File: src/rtl/umem_pkg.sv
// rtl/umem_pkg.sv - shared types for the unified-memory arbiter
package umem_pkg;

    typedef enum logic [1:0] {
        IDLE   = 2'd0,
        BUSY_I = 2'd1,
        BUSY_D = 2'd2,
        DONE   = 2'd3
    } state_e;

    localparam logic GNT_I = 1'b0;
    localparam logic GNT_D = 1'b1;

endpackage

File: src/rtl/umem_arb_pick.sv
// rtl/umem_arb_pick.sv - data-first priority picker with fetch override
module umem_arb_pick
    import umem_pkg::*;
(
    input  logic if_req_i,
    input  logic d_req_i,
    input  logic force_if_i,
    output logic gnt_valid_o,
    output logic gnt_id_o
);

    // Data is older in the pipeline, so it wins unless fetch has been starved.
    always_comb begin
        gnt_valid_o = if_req_i | d_req_i;
        gnt_id_o    = GNT_I;
        if (d_req_i && !(if_req_i && force_if_i)) begin
            gnt_id_o = GNT_D;
        end
    end

endmodule

File: src/rtl/umem_arbiter.sv
// rtl/umem_arbiter.sv - single-port unified memory arbiter for fetch and data
module umem_arbiter
    import umem_pkg::*;
#(
    parameter int unsigned ADDR_W      = 32,
    parameter int unsigned DATA_W      = 32,
    parameter int unsigned MAX_DSTREAK = 4,
    parameter int unsigned TIMEOUT     = 255
) (
    input  logic              clk_i,
    input  logic              rst_i,
    input  logic              if_req_i,
    input  logic [ADDR_W-1:0] if_addr_i,
    output logic [DATA_W-1:0] if_rdata_o,
    output logic              if_ready_o,
    input  logic              d_req_i,
    input  logic              d_we_i,
    input  logic [ADDR_W-1:0] d_addr_i,
    input  logic [DATA_W-1:0] d_wdata_i,
    output logic [DATA_W-1:0] d_rdata_o,
    output logic              d_ready_o,
    output logic              mem_req_o,
    output logic              mem_we_o,
    output logic [ADDR_W-1:0] mem_addr_o,
    output logic [DATA_W-1:0] mem_wdata_o,
    input  logic [DATA_W-1:0] mem_rdata_i,
    input  logic              mem_ack_i,
    output logic              stall_o,
    output logic              err_o
);

    localparam int unsigned STREAK_W = $clog2(MAX_DSTREAK + 1);
    localparam int unsigned TMO_W    = 8;

    state_e              state_q, state_d;
    logic                win_q, win_d;
    logic [STREAK_W-1:0] streak_q, streak_d;
    logic [TMO_W-1:0]    tmo_q, tmo_d;
    logic                mem_req_q, mem_req_d;
    logic                mem_we_q, mem_we_d;
    logic [ADDR_W-1:0]   mem_addr_q, mem_addr_d;
    logic [DATA_W-1:0]   mem_wdata_q, mem_wdata_d;
    logic [DATA_W-1:0]   if_rdata_q, if_rdata_d;
    logic [DATA_W-1:0]   d_rdata_q, d_rdata_d;
    logic                err_q, err_d;

    logic gnt_valid, gnt_id;
    logic streak_full, tmo_hit;

    assign streak_full = (streak_q == STREAK_W'(MAX_DSTREAK));
    // Compared against TIMEOUT-1 because the counter steps to TIMEOUT in this cycle.
    assign tmo_hit     = (tmo_q == TMO_W'(TIMEOUT - 1));

    umem_arb_pick u_pick (
        .if_req_i    (if_req_i),
        .d_req_i     (d_req_i),
        .force_if_i  (streak_full),
        .gnt_valid_o (gnt_valid),
        .gnt_id_o    (gnt_id)
    );

    always_comb begin
        state_d     = state_q;
        win_d       = win_q;
        streak_d    = streak_q;
        tmo_d       = tmo_q;
        mem_req_d   = mem_req_q;
        mem_we_d    = mem_we_q;
        mem_addr_d  = mem_addr_q;
        mem_wdata_d = mem_wdata_q;
        if_rdata_d  = if_rdata_q;
        d_rdata_d   = d_rdata_q;
        err_d       = err_q;
        case (state_q)
            IDLE: begin
                if (gnt_valid) begin
                    win_d     = gnt_id;
                    mem_req_d = 1'b1;
                    if (gnt_id == GNT_D) begin
                        mem_we_d    = d_we_i;
                        mem_addr_d  = d_addr_i;
                        mem_wdata_d = d_wdata_i;
                        state_d     = BUSY_D;
                        if (if_req_i && !streak_full) begin
                            streak_d = streak_q + 1'b1;
                        end
                    end else begin
                        mem_we_d    = 1'b0;
                        mem_addr_d  = if_addr_i;
                        mem_wdata_d = '0;
                        state_d     = BUSY_I;
                        streak_d    = '0;
                    end
                end
            end
            BUSY_I, BUSY_D: begin
                tmo_d = tmo_q + 1'b1;
                // An ack in the timeout cycle still counts as a normal completion.
                if (mem_ack_i || tmo_hit) begin
                    mem_req_d = 1'b0;
                    state_d   = DONE;
                    if (!mem_ack_i) begin
                        err_d = 1'b1;
                    end
                    if (state_q == BUSY_D) begin
                        d_rdata_d = (mem_ack_i && !mem_we_q) ? mem_rdata_i : '0;
                    end else begin
                        if_rdata_d = mem_ack_i ? mem_rdata_i : '0;
                    end
                end
            end
            DONE: begin
                tmo_d   = '0;
                state_d = IDLE;
            end
            default: state_d = IDLE;
        endcase
    end

    always_ff @(posedge clk_i or negedge rst_i) begin
        if (!rst_i) begin
            state_q     <= IDLE;
            win_q       <= GNT_I;
            streak_q    <= '0;
            tmo_q       <= '0;
            mem_req_q   <= 1'b0;
            mem_we_q    <= 1'b0;
            mem_addr_q  <= '0;
            mem_wdata_q <= '0;
            if_rdata_q  <= '0;
            d_rdata_q   <= '0;
            err_q       <= 1'b0;
        end else begin
            state_q     <= state_d;
            win_q       <= win_d;
            streak_q    <= streak_d;
            tmo_q       <= tmo_d;
            mem_req_q   <= mem_req_d;
            mem_we_q    <= mem_we_d;
            mem_addr_q  <= mem_addr_d;
            mem_wdata_q <= mem_wdata_d;
            if_rdata_q  <= if_rdata_d;
            d_rdata_q   <= d_rdata_d;
            err_q       <= err_d;
        end
    end

    assign if_ready_o  = (state_q == DONE) && (win_q == GNT_I);
    assign d_ready_o   = (state_q == DONE) && (win_q == GNT_D);
    assign if_rdata_o  = if_rdata_q;
    assign d_rdata_o   = d_rdata_q;
    assign mem_req_o   = mem_req_q;
    assign mem_we_o    = mem_we_q;
    assign mem_addr_o  = mem_addr_q;
    assign mem_wdata_o = mem_wdata_q;
    assign err_o       = err_q;
    assign stall_o     = (if_req_i & ~if_ready_o) | (d_req_i & ~d_ready_o);

endmodule

File: config.mk
export PLATFORM = sky130hd
export DESIGN_NAME = umem_arbiter
export DESIGN_NICKNAME = d
export VERILOG_FILES = /design/src/rtl/umem_pkg.sv /design/src/rtl/umem_arb_pick.sv /design/src/rtl/umem_arbiter.sv
export SDC_FILE = /design/constraint.sdc
export NUM_CORES = 1
export LEC_CHECK = 0
export ABC_AREA = 1
export CAP_MARGIN = 10
export CORE_MARGIN = 2
export CORE_UTILIZATION = 44
export DETAILED_ROUTE_END_ITERATION = 10
export PLACE_DENSITY = 0.8
export SLEW_MARGIN = 40
export SYNTH_ARGS = -nofsm -noshare
export SYNTH_HDL_FRONTEND = slang
export SYNTH_HIERARCHICAL = 1
export SYNTH_SLANG_ARGS = --single-unit
File: constraint.sdc
create_clock -name clk_i -period 2 [get_ports clk_i]
set_input_delay 0.4 -clock clk_i [delete_from_list [all_inputs] [get_ports clk_i]]
set_output_delay 0.4 -clock clk_i [all_outputs]
set_load 0.02 [all_outputs]
# == Yosys cells after proc, flatten, opt, wreduce, memory -nomap -nowiden ==
# Cells that the tools add are included.
# totals
rom_bits,0
mem_count,0
latchBits,0
input_bits,134
regBits,145
ram_bits,0
elab_cells,67
# op_classes
n_lt_le_gt_ge,0
bitwise_logic,9
eq_ne,8
n_div,0
reduce_logical,21
add_sub_neg,2
multipliers,0
n_shift,0
n_mux,16
# ops
op,count
$mux W32,4
$pmux W8 S2,1
$reduce_and A3 Y1,5
$add A8 B1 Y8 const B,1
$eq A8 B8 Y1 const B,1
$logic_and A1 B1 Y1,6
$mux W2,3
$mux W3,2
$pmux W2 S3,1
$not A1 Y1,5
$eq A2 B2 Y1 const B,2
$mux W1,4
$ne A2 B2 Y1 const B,2
$reduce_and A2 Y1,2
$reduce_bool A2 Y1,2
$add A3 B1 Y3 const B,1
$eq A3 B3 Y1 const B,1
$logic_not A1 Y1,3
$and A1 B1 Y1,2
$eq A2 B1 Y1 const B,1
$logic_not A2 Y1,1
$ne A2 B1 Y1 const B,1
$or A1 B1 Y1,2
$pmux W1 S2,1
2 further kinds,2

# == Depth between registers and ports, before layout ==
# logic_depth
depth_word,8
depth_mapped,11
mapped_depth_nobuf,10

# == Hierarchy ==
# The synthesis kept the hierarchy.
# modules_own_cells
module,n_inst,area_each_um2,cells_per_inst,seq_area_each_um2
umem_arbiter,1,6937.9,725,3628.5
umem_arb_pick,1,15.0,3,0.0

# == Worst setup path before layout ==
# Ideal clock, no wire load.
# synth_path
kind,reg2reg
start,register streak_q[0]
end,"register mem_addr_q[10], in the netlist mem_addr_o[10]"
arrival_time_ps,1484
t_required_ps,1872
period_less_slack_ps,1611
path_stages_with_launch,11
setup_ps,128
slack_ps,389
path_cell_list,dfrtp_1 > inv_1 > ha_1 > nand2_1 > inv_1 > a21oi_1 > clkbuf_1 > or2_1 > buf_6 > buf_6 > o211ai_2
# synth_between
elab_chain_len,6
# synth_lines
element,line,source
"start, declared",umem_arbiter.sv:37,"logic [STREAK_W-1:0] streak_q, streak_d;"
"start signal, assigned",umem_arbiter.sv:136,streak_q <= streak_d;
$eq A3 B3 Y1,umem_arbiter.sv:50,assign streak_full = (streak_q == STREAK_W'(MAX_DSTREAK));
via streak_full,umem_arbiter.sv:48,"logic streak_full, tmo_hit;"
$logic_and A1 B1 Y1,umem_arb_pick.sv:16,if (d_req_i && !(if_req_i && force_if_i)) begin
$logic_not A1 Y1,umem_arb_pick.sv:16,
$logic_and A1 B1 Y1,umem_arb_pick.sv:16,
$mux W1,umem_arb_pick.sv:16,
via gnt_id,umem_arbiter.sv:47,"logic gnt_valid, gnt_id;"
$mux W32,umem_arbiter.sv:79,if (gnt_id == GNT_D) begin
"end signal, assigned",umem_arbiter.sv:140,mem_addr_q <= mem_addr_d;
"end, declared",umem_arbiter.sv:41,"logic [ADDR_W-1:0] mem_addr_q, mem_addr_d;"
# The timed path passes the listed nets, and every way through them passes these cells.
# A chain may end at the register's enable or synchronous reset.

# == Final worst setup path ==
# layout_path
start,register state_q[1]
end,output port stall_o
# layout_between
elab_chain_len,5
elab_cells_between_ends,8
# layout_lines
element,line,source
"start, declared",umem_arbiter.sv:35,"state_e state_q, state_d;"
"start signal, assigned",umem_arbiter.sv:134,state_q <= state_d;
$eq A2 B2 Y1 (*),"umem_arbiter.sv:148, umem_arbiter.sv:149",
$logic_and A1 B1 Y1 (on tied branches),"umem_arbiter.sv:148, umem_arbiter.sv:149",
$not A1 Y1,umem_arbiter.sv:157,assign stall_o = (if_req_i & ~if_ready_o) | (d_req_i & ~d_ready_o);
$and A1 B1 Y1,umem_arbiter.sv:157,
$or A1 B1 Y1 (*),umem_arbiter.sv:157,
"end, declared",umem_arbiter.sv:28,"output logic stall_o,"
# Mark *: on every way between the ends. The rest lies on a longest branch, timed or not.

==> metrics.md <==
| Metric | Value |
|---|---|
| Status | `finished clean` |
| Core ar. | `0.0153 mm2` |
| Unrepaired setup endpoints after global routing | `false` |
| Power Total | `16.2 mW` |
| Die X-Extent | `130 um` |
| Biggest cell delay along the critical path | `0.41 ns` |
| Slew Limit Fails | `0` |
| Min Hold Slack | `0.479 ns` |
| Overall Global Routing Usage | `22.5%` |
| Via/cell ratio | `4.81` |
| Layout cells sized above 1 | `22.3%` |
| Post-Synth Adder-Cell Area | `1.44%` |
| WP depth | `5` |
| CTS root buf | `clkbuf_16` |
| Synth top area cells | `dfrtp_1 52%, nand2_1 11%, o21ai_2 8.1%, o211ai_2 5.4%, nand2_2 5.3%` |
| Crit-path cells | `ha_2 > inv_1 > o21ai_0 > nand2_1 > buf_2` |
| Max-cap violations | `0` |
| Clock tree buffer depth | `2` |
| Number of synthesized flops with an enable pin | `0` |
| Most used DFF post-synth | `dfrtp_1` |
| Largest net degree at the start of global routing | `65` |
| Xor/xnor cell area share of the yosys netlist | `0.126%` |
| DRT Wirelength | `18,300 um` |
| Syn_area_per_cell | `9.55 um2` |
| Initial core utilization | `45.4%` |
| Fin crit share | `95.5%` |
| Synth Area in Simple Gates | `21.8%` |
| Share of the synthesized area in the top cell type | `52.2%` |
| Worst Setup SP | `state_q[1]$_DFFE_PN0P_` |
| DR vias | `5,840` |
| Die area | `0.0168 mm2` |
| Gpl congestion | `0.779` |
| Wire length per cell | `15.1 um` |
| R2R depth | `8` |
| Initial DRT Pass Iterations | `5` |
| CTS buffer count | `17` |
| Critical Path Sink | `stall_o` |
| Seq cells post-synth | `145` |
| Reg2reg start | `streak_q[0]$_DFFE_PN0P_` |
| N_diodes | `0` |
| CTS tree | `built` |
| IO Pins | `268` |
| Crit Reg-Reg Endpoint | `mem_addr_o[1]$_DFFE_PN0P_` |
| DP Wirelength | `13,200 um` |
| Fin. Hold Viols | `0` |
| CP required | `1.60 ns` |
| Cell taking the most area after synthesis | `dfrtp_1` |
| Vias in the first global route | `5,889` |
| Die H | `130 um` |
| Detail Route Antenna Nets | `0` |
| Fraction of registers with async set/reset | `100%` |
| Initial antenna violation count | `0` |
| First-pass GRT wire length | `29,400 um` |
| Net Count, Synth | `870` |
| Num rows | `45` |
| Tmin final | `1.91 ns` |
| Setup violations, final | `0` |
| # clock sinks | `145` |
| Setup crit end kind | `primary output` |
| Worst skew pair latency | `0.43 ns` |
| IO buf count | `267` |
| WS Path Type | `register to primary output` |
| Slack of the worst reg-to-reg path | `0.31 ns` |
| Combinational family with the most area after synthesis | `simple AND/OR/NAND/NOR gates` |
| H-tree depth | `4` |
| Clock Skews | `0.0115 ns` |
| Slew HR | `68.9%` |
| CP arrival | `1.51 ns` |
| Cell count after synthesis | `728` |
| Synthesized area | `0.00695 mm2` |
| Drt drc | `0` |
| CP top delay family | `flip-flops` |
| FMAX | `524 MHz` |
| Post-synthesis sequential area ratio | `52.2%` |
| CP max-delay cell | `dfrtp_1` |
| Max FO, Critical Path | `4` |
| Hold Path Class | `register to register` |
| Worst path bufs/invs | `2` |
| Worst-margin pin slew | `0.466 ns` |
| DRT iter0 DRCs | `302` |
| Maximum vdd drop | `905 uV` |
| GR Overflow Total | `0` |
| Mux cell area share after synthesis | `0%` |
| Compound-Gate Fraction of Synth Area | `17.0%` |
| Most frequent cell after synthesis | `nand2_1` |
| Leakage power | `4.75 nW` |
| Post-synthesis cell type count | `31` |
| Synth top cells by count | `204 x nand2_1, 145 x dfrtp_1, 64 x o21ai_2` |
| Area grow syn2layout | `50.4%` |
| Nets | `1,131` |
| CP Launch Type | `register` |
| Reg clk slew, reported paths | `0.06 ns` |
| Yosys warnings | `6` |
| Pwr dens | `1550 mW/mm2` |
worst register-to-register path, stage by stage (launching register included):
cell and delay (ns):
dfrtp_1 0.38, inv_1 0.10, ha_1 0.15, nand2_1 0.07
inv_1 0.10, a21oi_4 0.07, or2_2 0.38, buf_12 0.19
o211ai_1 0.19
layout make-up:
| type | instances | area [um2] |
|---|---|---|
| Clock buffer | 20 | 447 |
| Clock inverter | 12 | 134 |
| Fill cell | 1245 | 4860 |
| Inverter | 56 | 210 |
| Multi-Input combinational cell | 480 | 2820 |
| Sequential cell | 145 | 3630 |
| Tap cell | 211 | 264 |
| Timing Repair Buffer | 289 | 2950 |
power by group:
group	internal [mW]	leakage (nW)	switching (mW)	total (mW)
clock	1.87	0.280	1.25	3.12
sequential	4.20	1.88	0.803	5.00
combinational	3.63	2.59	4.43	8.06
total	9.70	4.75	6.48	16.2
routing by layer:
| metal | up-vias | share of wire, % | routed length [um] | track usage [%] |
|---|---|---|---|---|
| met4 | 0 | 2.2 | 405 | 9.11 |
| met3 | 30 | 8.3 | 1520 | 7.05 |
| met1 | 2705 | 42 | 7670 | 27.9 |
| met2 | 236 | 48 | 8720 | 36.8 |
| met5 | - | 0 | 0 | 0 |
| li1 | 2869 | - | - | - |
registers in the layout (all words and copies together), names as in the netlist:
register	count
if_rdata_o	32
mem_req_o	1
mem_we_o	1
mem_addr_o	32
state_q	2
streak_q	3
mem_wdata_o	32
err_o	1
tmo_q	8
d_rdata_o	32
win_q	1
worst min path at each step:
stage	slack, ns	depth (start not counted)	to	start
floorplan	0.10	0	d_rdata_o[0]$_DFFE_PN0P_	rst_i
global placement	0.37	1	d_rdata_o[10]$_DFFE_PN0P_	rst_i
finish	0.48	2	d_rdata_o[31]$_DFFE_PN0P_	d_rdata_o[31]$_DFFE_PN0P_
CTS	0.48	2	d_rdata_o[10]$_DFFE_PN0P_	rst_i
detailed placement	0.37	1	d_rdata_o[10]$_DFFE_PN0P_	rst_i
global route	0.49	2	if_rdata_o[31]$_DFFE_PN0P_	if_rdata_o[31]$_DFFE_PN0P_
through the flow:
stage                     instances  utilization (%)  area (um2)  setup TNS [ns]  worst slack, ns
after floorplan                 728                -        6950               0            0.389
after global placement         1178             64.4        9860           -2.98           -0.177
after detailed placement       1178             64.4        9860           -3.98           -0.141
after CTS                      1211             68.2       10400               0           0.0389
after global routing           1213             68.3       10500               0          0.00658
final                          1213             68.3       10500               0           0.0909
cells by family (layout without fill, tap and decap cells):
logic type,after synthesis,in the layout
simple gates,330,330
flops,145,145
compound gates,141,141
buf+inv,103,377
fa+ha+maj,8,8
xor+xnor,1,1
layout by cell type, fill, tap and decap left out, types with 17 or more instances in the layout:
cell type        instances
dfrtp_1                145
o211ai_2                30
nand2_1                203
nand3_1                 40
nand2_2                 60
inv_1                   53
o21ai_2                 64
o21ai_0                 35
clkbuf_16               17
clkdlybuf4s50_1        263
timing repair:
item                                    CTS  global route
gates resized for setup                   6             5
hold buffers                              1             0
gates cloned                              0             0
buffers inserted                          0             2
endpoints found under the hold margin    44             0
pin swaps                                 0             0
endpoints found under the setup margin    3             3
Power figures use the tool's default switching activity.
